--- src/rtl/rv_wb_ctrl_pkg.sv ---
// rv_wb_ctrl_pkg: register-file constants and helpers shared by the writeback block
package rv_wb_ctrl_pkg;
   localparam int REG_W = 5;
   localparam int NREG = 32;
   // x0 never maps to a scoreboard bit
   function automatic logic [NREG-1:0] reg_bit(input logic [REG_W-1:0] r);
      return (r == '0) ? '0 : NREG'(1) << r;
   endfunction
endpackage

--- src/rtl/rv_wb_fifo.sv ---
// rv_wb_fifo: in-order load-result buffer with wrapping pointers and occupancy count
module rv_wb_fifo #(
   parameter int W     = 37,
   parameter int DEPTH = 2
) (
   input  logic         clk,
   input  logic         rst_n,
   input  logic         push,
   input  logic         pop,
   input  logic [W-1:0] din,
   output logic [W-1:0] head,
   output logic         full,
   output logic         empty
);
   localparam int AW = $clog2(DEPTH);
   logic [W-1:0]  mem [DEPTH];
   logic [AW-1:0] wr_ptr, rd_ptr;
   logic [AW:0]   count;
   always_ff @(posedge clk or negedge rst_n)
      if (!rst_n) begin
         wr_ptr <= '0;
         rd_ptr <= '0;
         count  <= '0;
      end else begin
         if (push) wr_ptr <= wr_ptr + 1'b1;
         if (pop) rd_ptr <= rd_ptr + 1'b1;
         count <= count + (AW+1)'(push) - (AW+1)'(pop);
      end
   always_ff @(posedge clk)
      if (push) mem[wr_ptr] <= din;
   assign head  = mem[rd_ptr];
   assign full  = count == (AW+1)'(DEPTH);
   assign empty = count == '0;
endmodule

--- src/rtl/rv_wb_ctrl.sv ---
// rv_wb_ctrl: writeback arbiter between ALU and buffered load results,
// with a load scoreboard and a registered register-file write port.
`ifndef XLEN
`define XLEN 32
`endif
module rv_wb_ctrl
   import rv_wb_ctrl_pkg::*;
#(
   parameter int XLEN       = `XLEN,
   parameter int FIFO_DEPTH = 2
) (
   input  logic             i_wb_clk,
   input  logic             i_wb_rstn,
   input  logic             i_wb_alu_vld,
   input  logic [4:0]       i_wb_alu_rd,
   input  logic [XLEN-1:0]  i_wb_alu_data,
   output logic             o_wb_alu_hold,
   input  logic             i_wb_lsu_vld,
   input  logic [4:0]       i_wb_lsu_rd,
   input  logic [XLEN-1:0]  i_wb_lsu_data,
   output logic             o_wb_lsu_rdy,
   input  logic             i_wb_iss_vld,
   input  logic [4:0]       i_wb_iss_rd,
   input  logic [4:0]       i_wb_ra1,
   input  logic [4:0]       i_wb_ra2,
   output logic             o_wb_stall,
   output logic [31:0]      o_wb_busy,
   output logic             o_wb_rf_we,
   output logic [4:0]       o_wb_rf_wa,
   output logic [XLEN-1:0]  o_wb_rf_wd
);
   logic                    alu_wr, sel_alu, pop, push, fifo_full, fifo_empty;
   logic [REG_W+XLEN-1:0]   head;
   logic [REG_W-1:0]        head_rd;
   logic [XLEN-1:0]         head_data;
   logic [NREG-1:0]         busy, busy_nxt;
   assign alu_wr        = i_wb_alu_vld && (i_wb_alu_rd != '0);
   // a full buffer always drains, so the ALU waits while loads back up
   assign sel_alu       = alu_wr && !fifo_full;
   assign pop           = !fifo_empty && !sel_alu;
   assign o_wb_alu_hold = alu_wr && fifo_full;
   assign o_wb_lsu_rdy  = !fifo_full || pop;
   assign push          = i_wb_lsu_vld && o_wb_lsu_rdy && (i_wb_lsu_rd != '0);
   assign head_rd       = head[REG_W+XLEN-1:XLEN];
   assign head_data     = head[XLEN-1:0];
   rv_wb_fifo #(.W(REG_W+XLEN), .DEPTH(FIFO_DEPTH)) u_fifo (
      .clk   (i_wb_clk),
      .rst_n (i_wb_rstn),
      .push  (push),
      .pop   (pop),
      .din   ({i_wb_lsu_rd, i_wb_lsu_data}),
      .head  (head),
      .full  (fifo_full),
      .empty (fifo_empty)
   );
   // set is applied after clear so a same-cycle reissue keeps the bit
   assign busy_nxt = (busy & ~(pop ? reg_bit(head_rd) : '0))
                   | (i_wb_iss_vld ? reg_bit(i_wb_iss_rd) : '0);
   always_ff @(posedge i_wb_clk or negedge i_wb_rstn)
      if (!i_wb_rstn) begin
         o_wb_rf_we <= 1'b0;
         o_wb_rf_wa <= '0;
         o_wb_rf_wd <= '0;
         busy       <= '0;
      end else begin
         o_wb_rf_we <= sel_alu || pop;
         if (sel_alu) begin
            o_wb_rf_wa <= i_wb_alu_rd;
            o_wb_rf_wd <= i_wb_alu_data;
         end else if (pop) begin
            o_wb_rf_wa <= head_rd;
            o_wb_rf_wd <= head_data;
         end
         busy <= busy_nxt;
      end
   assign o_wb_busy  = busy;
   assign o_wb_stall = busy[i_wb_ra1] | busy[i_wb_ra2];
endmodule
--- config.mk ---
export PLATFORM = sky130hd
export DESIGN_NAME = rv_wb_ctrl
export DESIGN_NICKNAME = d
export VERILOG_FILES = /design/src/rtl/rv_wb_ctrl_pkg.sv /design/src/rtl/rv_wb_fifo.sv /design/src/rtl/rv_wb_ctrl.sv
export SDC_FILE = /design/constraint.sdc
export NUM_CORES = 1
export LEC_CHECK = 0
export CAP_MARGIN = 20
export CELL_PAD_IN_SITES_DETAIL_PLACEMENT = 1
export CELL_PAD_IN_SITES_GLOBAL_PLACEMENT = 1
export CORE_MARGIN = 8
export CORE_UTILIZATION = 35
export DETAILED_ROUTE_END_ITERATION = 16
export PLACE_DENSITY = 0.76
export SKIP_LAST_GASP = 1
export SYNTH_ARGS = -nofsm -noshare
export SYNTH_HDL_FRONTEND = slang
export SYNTH_SLANG_ARGS = --single-unit
--- constraint.sdc ---
create_clock -name i_wb_clk -period 3.27 [get_ports i_wb_clk]
set_input_delay 0.981 -clock i_wb_clk [delete_from_list [all_inputs] [get_ports i_wb_clk]]
set_output_delay 0.981 -clock i_wb_clk [all_outputs]
set_load 0.005 [all_outputs]
## Word level (Yosys, flattened, before mapping)

Memory sizes are Yosys's and may differ from the RTL's.
Index checks and enable logic that the tools add are counted.

| word-level totals | value |
|---|---|
| memories | 1 |
| logic and storage cells | 52 |
| register bits | 74 |
| output and inout port bits | 73 |
| memory bits (writable) | 74 |

Memories:

| memory | words | bits a word | read ports | clocked after memory_dff | wr ports | line | RTL |
|---|---|---|---|---|---|---|---|
| u_fifo.mem | 2 | 37 | 1 | 0 | 1 | rv_wb_fifo.sv:16 | `logic [W-1:0] mem [DEPTH];` |

| operators by class | value |
|---|---|
| add/subtract/negate cells | 4 |
| multiplexer cells | 14 |
| shift operators | 2 |
| $lt $le $gt $ge | 2 |
| equal/unequal tests | 1 |
| reductions and logical operators | 17 |
| bitwise logic cells | 4 |

Operators by type and width:

| cell | number |
|---|---|
| 32-bit two-way mux | 6 |
| 1-bit by 5-bit left shift with 32-bit output (first input constant) | 2 |
| 32-bit bitwise AND | 1 |
| 32-bit NOT | 1 |
| 32-bit bitwise OR | 1 |
| 5-bit by 6-bit less-than comparator with 1-bit output (second input constant) | 2 |
| 1-bit binary-select mux with 5-bit select | 2 |
| 5-bit logical NOT | 2 |
| 5-bit two-way mux | 2 |
| 5-bit nonzero test | 2 |
| 1-bit logical AND | 6 |
| 1-bit two-way mux | 4 |
| 1-bit logical NOT | 3 |
| 1-bit adder (second input constant) | 2 |
| 2-bit by 1-bit adder with 2-bit output | 1 |
| 2-bit == test (second input constant) | 1 |
| 2-bit logical NOT | 1 |
| 1-bit logical OR | 2 |
| 2-bit nonzero test | 1 |
| 2-bit by 1-bit subtractor with 2-bit output | 1 |
| 1-bit bitwise OR | 1 |

## Depth between registers and ports, before layout

| logic depth | value |
|---|---|
| word-level depth | 10 |
| gate-level depth with buffers | 7 |
| depth with buffers taken out | 5 |

## By module

A second synthesis with hierarchy kept.

| second synthesis, totals | value |
|---|---|
| cell total of the unflattened synthesis | 490 |
| area, all modules | 6626.4 um^2 |

Modules (own cells, without submodules):

| module | instances | cells an instance | area an instance (um^2) |
|---|---|---|---|
| rv_wb_ctrl | 1 | 360 | 3677.3 |
| rv_wb_fifo | 1 | 130 | 2949.1 |

## Worst setup path after synthesis

No wires, ideal clock.

| timing | value |
|---|---|
| kind | input-to-output |
| from | input port i_wb_ra2[2] |
| to | output port o_wb_stall |
| arrival | 2.329 ns |
| setup slack | -0.040 ns |
| stages on the path | 6 |
| required time | 2.289 ns |
| buffers on the path | 1 |
| path through | clkbuf_1 > mux4_2 > nand3_1 > nand4_1 > a311oi_1 > nand4_1 |

| between the ends | value |
|---|---|
| word-level cells in the longest chain between the ends | 3 |

RTL lines:

| what | line | RTL |
|---|---|---|
| start: declaration | rv_wb_ctrl.sv:25 | `input logic [4:0] i_wb_ra2,` |
| 1-bit binary-select mux with 5-bit select | rv_wb_ctrl.sv:77 | `assign o_wb_stall = busy[i_wb_ra1] \| busy[i_wb_ra2];` |
| 1-bit two-way mux (implied by the code) | rv_wb_ctrl.sv:77 |  |
| 1-bit bitwise OR | rv_wb_ctrl.sv:77 |  |
| end: declaration | rv_wb_ctrl.sv:26 | `output logic o_wb_stall,` |

No other way between the ends. The select of a mux whose other input is x is not followed.

## Final worst setup path

| timing | value |
|---|---|
| from | input port i_wb_ra1[0] |
| to | output port o_wb_stall |

| between the ends | value |
|---|---|
| word-level cells in the longest chain between the ends | 3 |

RTL lines:

| what | line | RTL |
|---|---|---|
| start: declaration | rv_wb_ctrl.sv:24 | `input logic [4:0] i_wb_ra1,` |
| 1-bit binary-select mux with 5-bit select | rv_wb_ctrl.sv:77 |  |
| 1-bit two-way mux (implied by the code) | rv_wb_ctrl.sv:77 |  |
| 1-bit bitwise OR | rv_wb_ctrl.sv:77 |  |

No other way between the ends. The select of a mux whose other input is x is not followed.

==> impl_metrics.csv <==
group,metric,value,unit
outcome,outcome,"finished, violations left",
outcome,violations,"negative setup slack",
setup_path,r2r_end,"o_wb_busy[7]",
sta,whs,487,ps
sta,fin_ws,-60.5,ps
detailed_routing,via_per_inst,5.49,
layout,finish.utilization,0.513,
sta,finalMaxSlewViolations,0,
synth,synth_top_family_by_area,"compound AO/OA/AOI/OAI gates",
hold_path,holdPathStages,2,
sta,max_freq,0.300,GHz
floorplanning,fp.dieH,155,um
global_route,grt_first_pass_wirelength,36.8,mm
synth,synth_seq_area_share,0.606,
synth,syn_area_per_cell,11.9,sq um
sta,tightestPinTransition,761,ps
detailed_routing,wire_per_inst,23.6,um
setup_path,timing.critical_path.slowest_cell_delay,310,ps
synth,async_flop_share,0.500,
clock_network,clockRootBuffer,"clkbuf_16",
synth,synth-xor-area-share,0.00391,
layout,layout-drive-gt1-share,0.178,
floorplanning,rows,50,
global_route,grt_pass1_vias,6287,
clock_network,clock_sinks,148,
synth,synth_compound_area_frac,0.137,
clock_network,htreeDepth,4,
setup_path,crit_path_end_kind,"output port",
setup_path,rr_worst_depth,6,
setup_path,path_cells,"buf_8 > buf_6 > buf_6 > mux2i_1 > a211o_1 > a311oi_2 > a311oi_2 > nand4_1 > buf_2",
clock_network,path_clk_slew,60,ps
job,maxCapViolations,0,
placed_design,place_inst,981,
global_route,grt_antenna_before_repair,2,
placed_design,io_buffers,165,
power,p_leak,3.73,nW
setup_path,cp_data_arrival_time,2350,ps
synth,netlist_instances,563,
placed_design,placed_area,8970,sq um
floorplanning,ios,167,
global_route,grt_usage,0.202,
setup_path,required,2290,ps
floorplanning,fp.dieW,155,um
clock_network,cts_tree,"done",
placed_design,pre_cts_slack,-982,ps
layout,fin_cells,1016,
synth,synth_top_area_frac,0.330,
synth,synth_simple_gate_area_frac,0.116,
setup_path,r2r-start,"u_fifo.rd_ptr",
setup_path,crit_end,"o_wb_stall",
setup_path,critPathKind,"in -> out",
sta,setup_viol,1,
synth,synth.area.mux_share,0.111,
floorplanning,core-area,18800,sq um
floorplanning,start_util,0.358,
detailed_routing,first_pass_iters,5,
synth,syn_area,6730,sq um
sta,rsz0062_at_grt,"yes",
sta,fin_skew,7.59,ps
sta,hold_viol,0,
synth,ys_ff_latch,148,
clock_network,clk_latency,420,ps
hold_path,min_path_type,"reg -> reg",
setup_path,worst-r2r-setup-slack,870,ps
setup_path,crit_start,"i_wb_ra1[0]",
clock_network,clockBufferDepth,2,
detailed_routing,vias,5576,
synth,syn-num-nets,658,
synth,yosys_warnings,0,
layout,stdcell_area,9630,sq um
sta,fin_crit_sh,1.02,
synth,synth-adder-area-share,0.00186,
detailed_routing,drt_iter0_drc,347,
clock_network,cts_buffers,17,
detailed_routing,wl,23.9,mm
synth,synth_area_leaders,"edfxtp_1 33%, dfrtp_1 28%, o21ai_0 7.1%",
sta,post-route-min-period,3330,ps
placed_design,hpwl,17.8,mm
setup_path,worstPathMaxFanout,6,
global_route,overflow,0,
power,p_per_area,859,nW/um^2
global_route,grt_max_degree,54,
layout,fillers,2007,
layout,fin_nets,865,
detailed_routing,drc_errors,0,
synth,synth_flop_cell,"edfxtp_1",
detailed_routing,drt.antenna.violating_nets,0,
layout,diodes,0,
sta,slew_headroom,0.491,
floorplanning,die_area,23900,sq um
power,peakVddDrop,0.000499,V
layout,area_delta_synth_final,43.1,%
synth,yosys.cell_types.count,47,
setup_path,slowest_stage,"a211o_1",
setup_path,critPathLaunchType,"input pin",
synth,yosysTopAreaCell,"edfxtp_1",
placed_design,place_congestion,0.928,
synth,synth_edf_count,74,
routing by layer:
layer  track usage  part of all wire  vias to the layer above
li1              -                 -                     2516
met1         0.227              0.40                     2805
met2         0.357              0.51                      215
met3        0.0630             0.074                       36
met4        0.0653             0.019                        4
met5             0            0.0010                        -
through the flow:
| step | total power, mW | TNS [ps] |
|---|---|---|
| final | 8.27 | -60.5 |
| after global routing | 8.71 | -138 |
| after CTS | 8.35 | -163 |
| after detailed placement | 6.40 | -1570 |
| after global placement | 6.25 | -1380 |
| after floorplan | 4.44 | 0 |
synthesized netlist by cell type (all sizes together), types with 3 or more instances:
cell type / n
buf: 13
mux2: 7
edfxtp: 74
o211ai: 3
nand3b: 3
nor3b: 3
nand2b: 6
clkbuf: 22
inv: 4
nand2: 80
nand4: 6
nand3: 18
nor2b: 5
dfrtp: 74
mux2i: 42
nor3: 17
a2111oi: 3
xnor2: 3
nor2: 19
o31ai: 4
o221a: 10
o21ai: 95
mux4: 11
a311oi: 3
nand4b: 3
a21oi: 15
registers in the layout, summed over array words and instances, names as in the netlist:
register       flops
u_fifo.count       2
o_wb_rf_we         1
u_fifo.mem        74
o_wb_busy         32
o_wb_rf_wd        32
u_fifo.wr_ptr      1
u_fifo.rd_ptr      1
o_wb_rf_wa         5
final cells by class:
cell class | count | area, sq um | share of cell area
inverter | 4 | 15.0 | 0.00156
multi-input combinational | 376 | 2550 | 0.265
clock buffer | 21 | 470 | 0.0489
tap | 234 | 293 | 0.0304
sequential | 148 | 4080 | 0.423
timing repair buffer | 223 | 2120 | 0.220
clock inverter | 10 | 98.8 | 0.0103
critical path: cells and delay by family:
kind,cells,cell delay (ps)
muxes,1,110
buffers and inverters,4,480
AOI/OAI and AO/OA,3,680
and+or+nand+nor,1,100
cell families (layout without fill, tap and decap cells):
family                   Yosys count  after routing
AND/OR/NAND/NOR                  166            166
XOR/XNOR                           3              3
other                              1              1
multiplexers                      60             60
adder cells (fa/ha/maj)            1              1
flip-flops                       148            148
AO/OA/AOI/OAI                    145            145
buffers and inverters             39            258
repair_timing:
item / in CTS / in global routing
pin swaps: 10 / 6
setup endpoints to repair: 2 / 2
resized for setup: 33 / 18
buffers inserted: 4 / 2
cloned: 0 / 0
hold buffers: 0 / 0
worst min path at each step:
stage	startpoint	end	slack, ps
2_1_floorplan	u_fifo.wr_ptr	u_fifo.wr_ptr	460
3_3_place_gp	o_wb_rf_wd[25]	o_wb_rf_wd[25]	470
3_5_place_dp	o_wb_rf_wa[2]	o_wb_rf_wa[2]	470
4_1_cts	o_wb_rf_wa[2]	o_wb_rf_wa[2]	490
5_1_grt	o_wb_rf_wd[29]	o_wb_rf_wd[29]	520
6_report	o_wb_rf_wa[2]	o_wb_rf_wa[2]	490
power breakdown:
group / internal (mW) / total (mW) / switching [mW]
logic: 1.70 / 3.25 / 1.55
registers: 2.62 / 3.14 / 0.522
clock network: 1.11 / 1.88 / 0.770
layout by cell type, fill, tap and decap left out, types with 3 or more instances in the layout:
master	instances
o21ai_0	94
nor2b_1	4
mux2i_1	42
nand4_1	6
clkdlybuf4s50_1	151
dfrtp_1	73
edfxtp_1	74
nand4b_1	3
xnor2_1	3
dlygate4sd2_1	4
nand2_1	80
o221a_2	10
clkinv_4	3
mux2_2	7
mux4_2	11
nand3_1	18
nor2_1	17
o31ai_1	4
nand3b_1	3
a21oi_1	15
clkbuf_8	3
clkbuf_16	17
inv_1	4
dlymetal6s2s_1	3
buf_4	52
nor3_1	16
nand2b_1	6
buf_6	5
No activity file was read; power rests on OpenSTA's default activity.
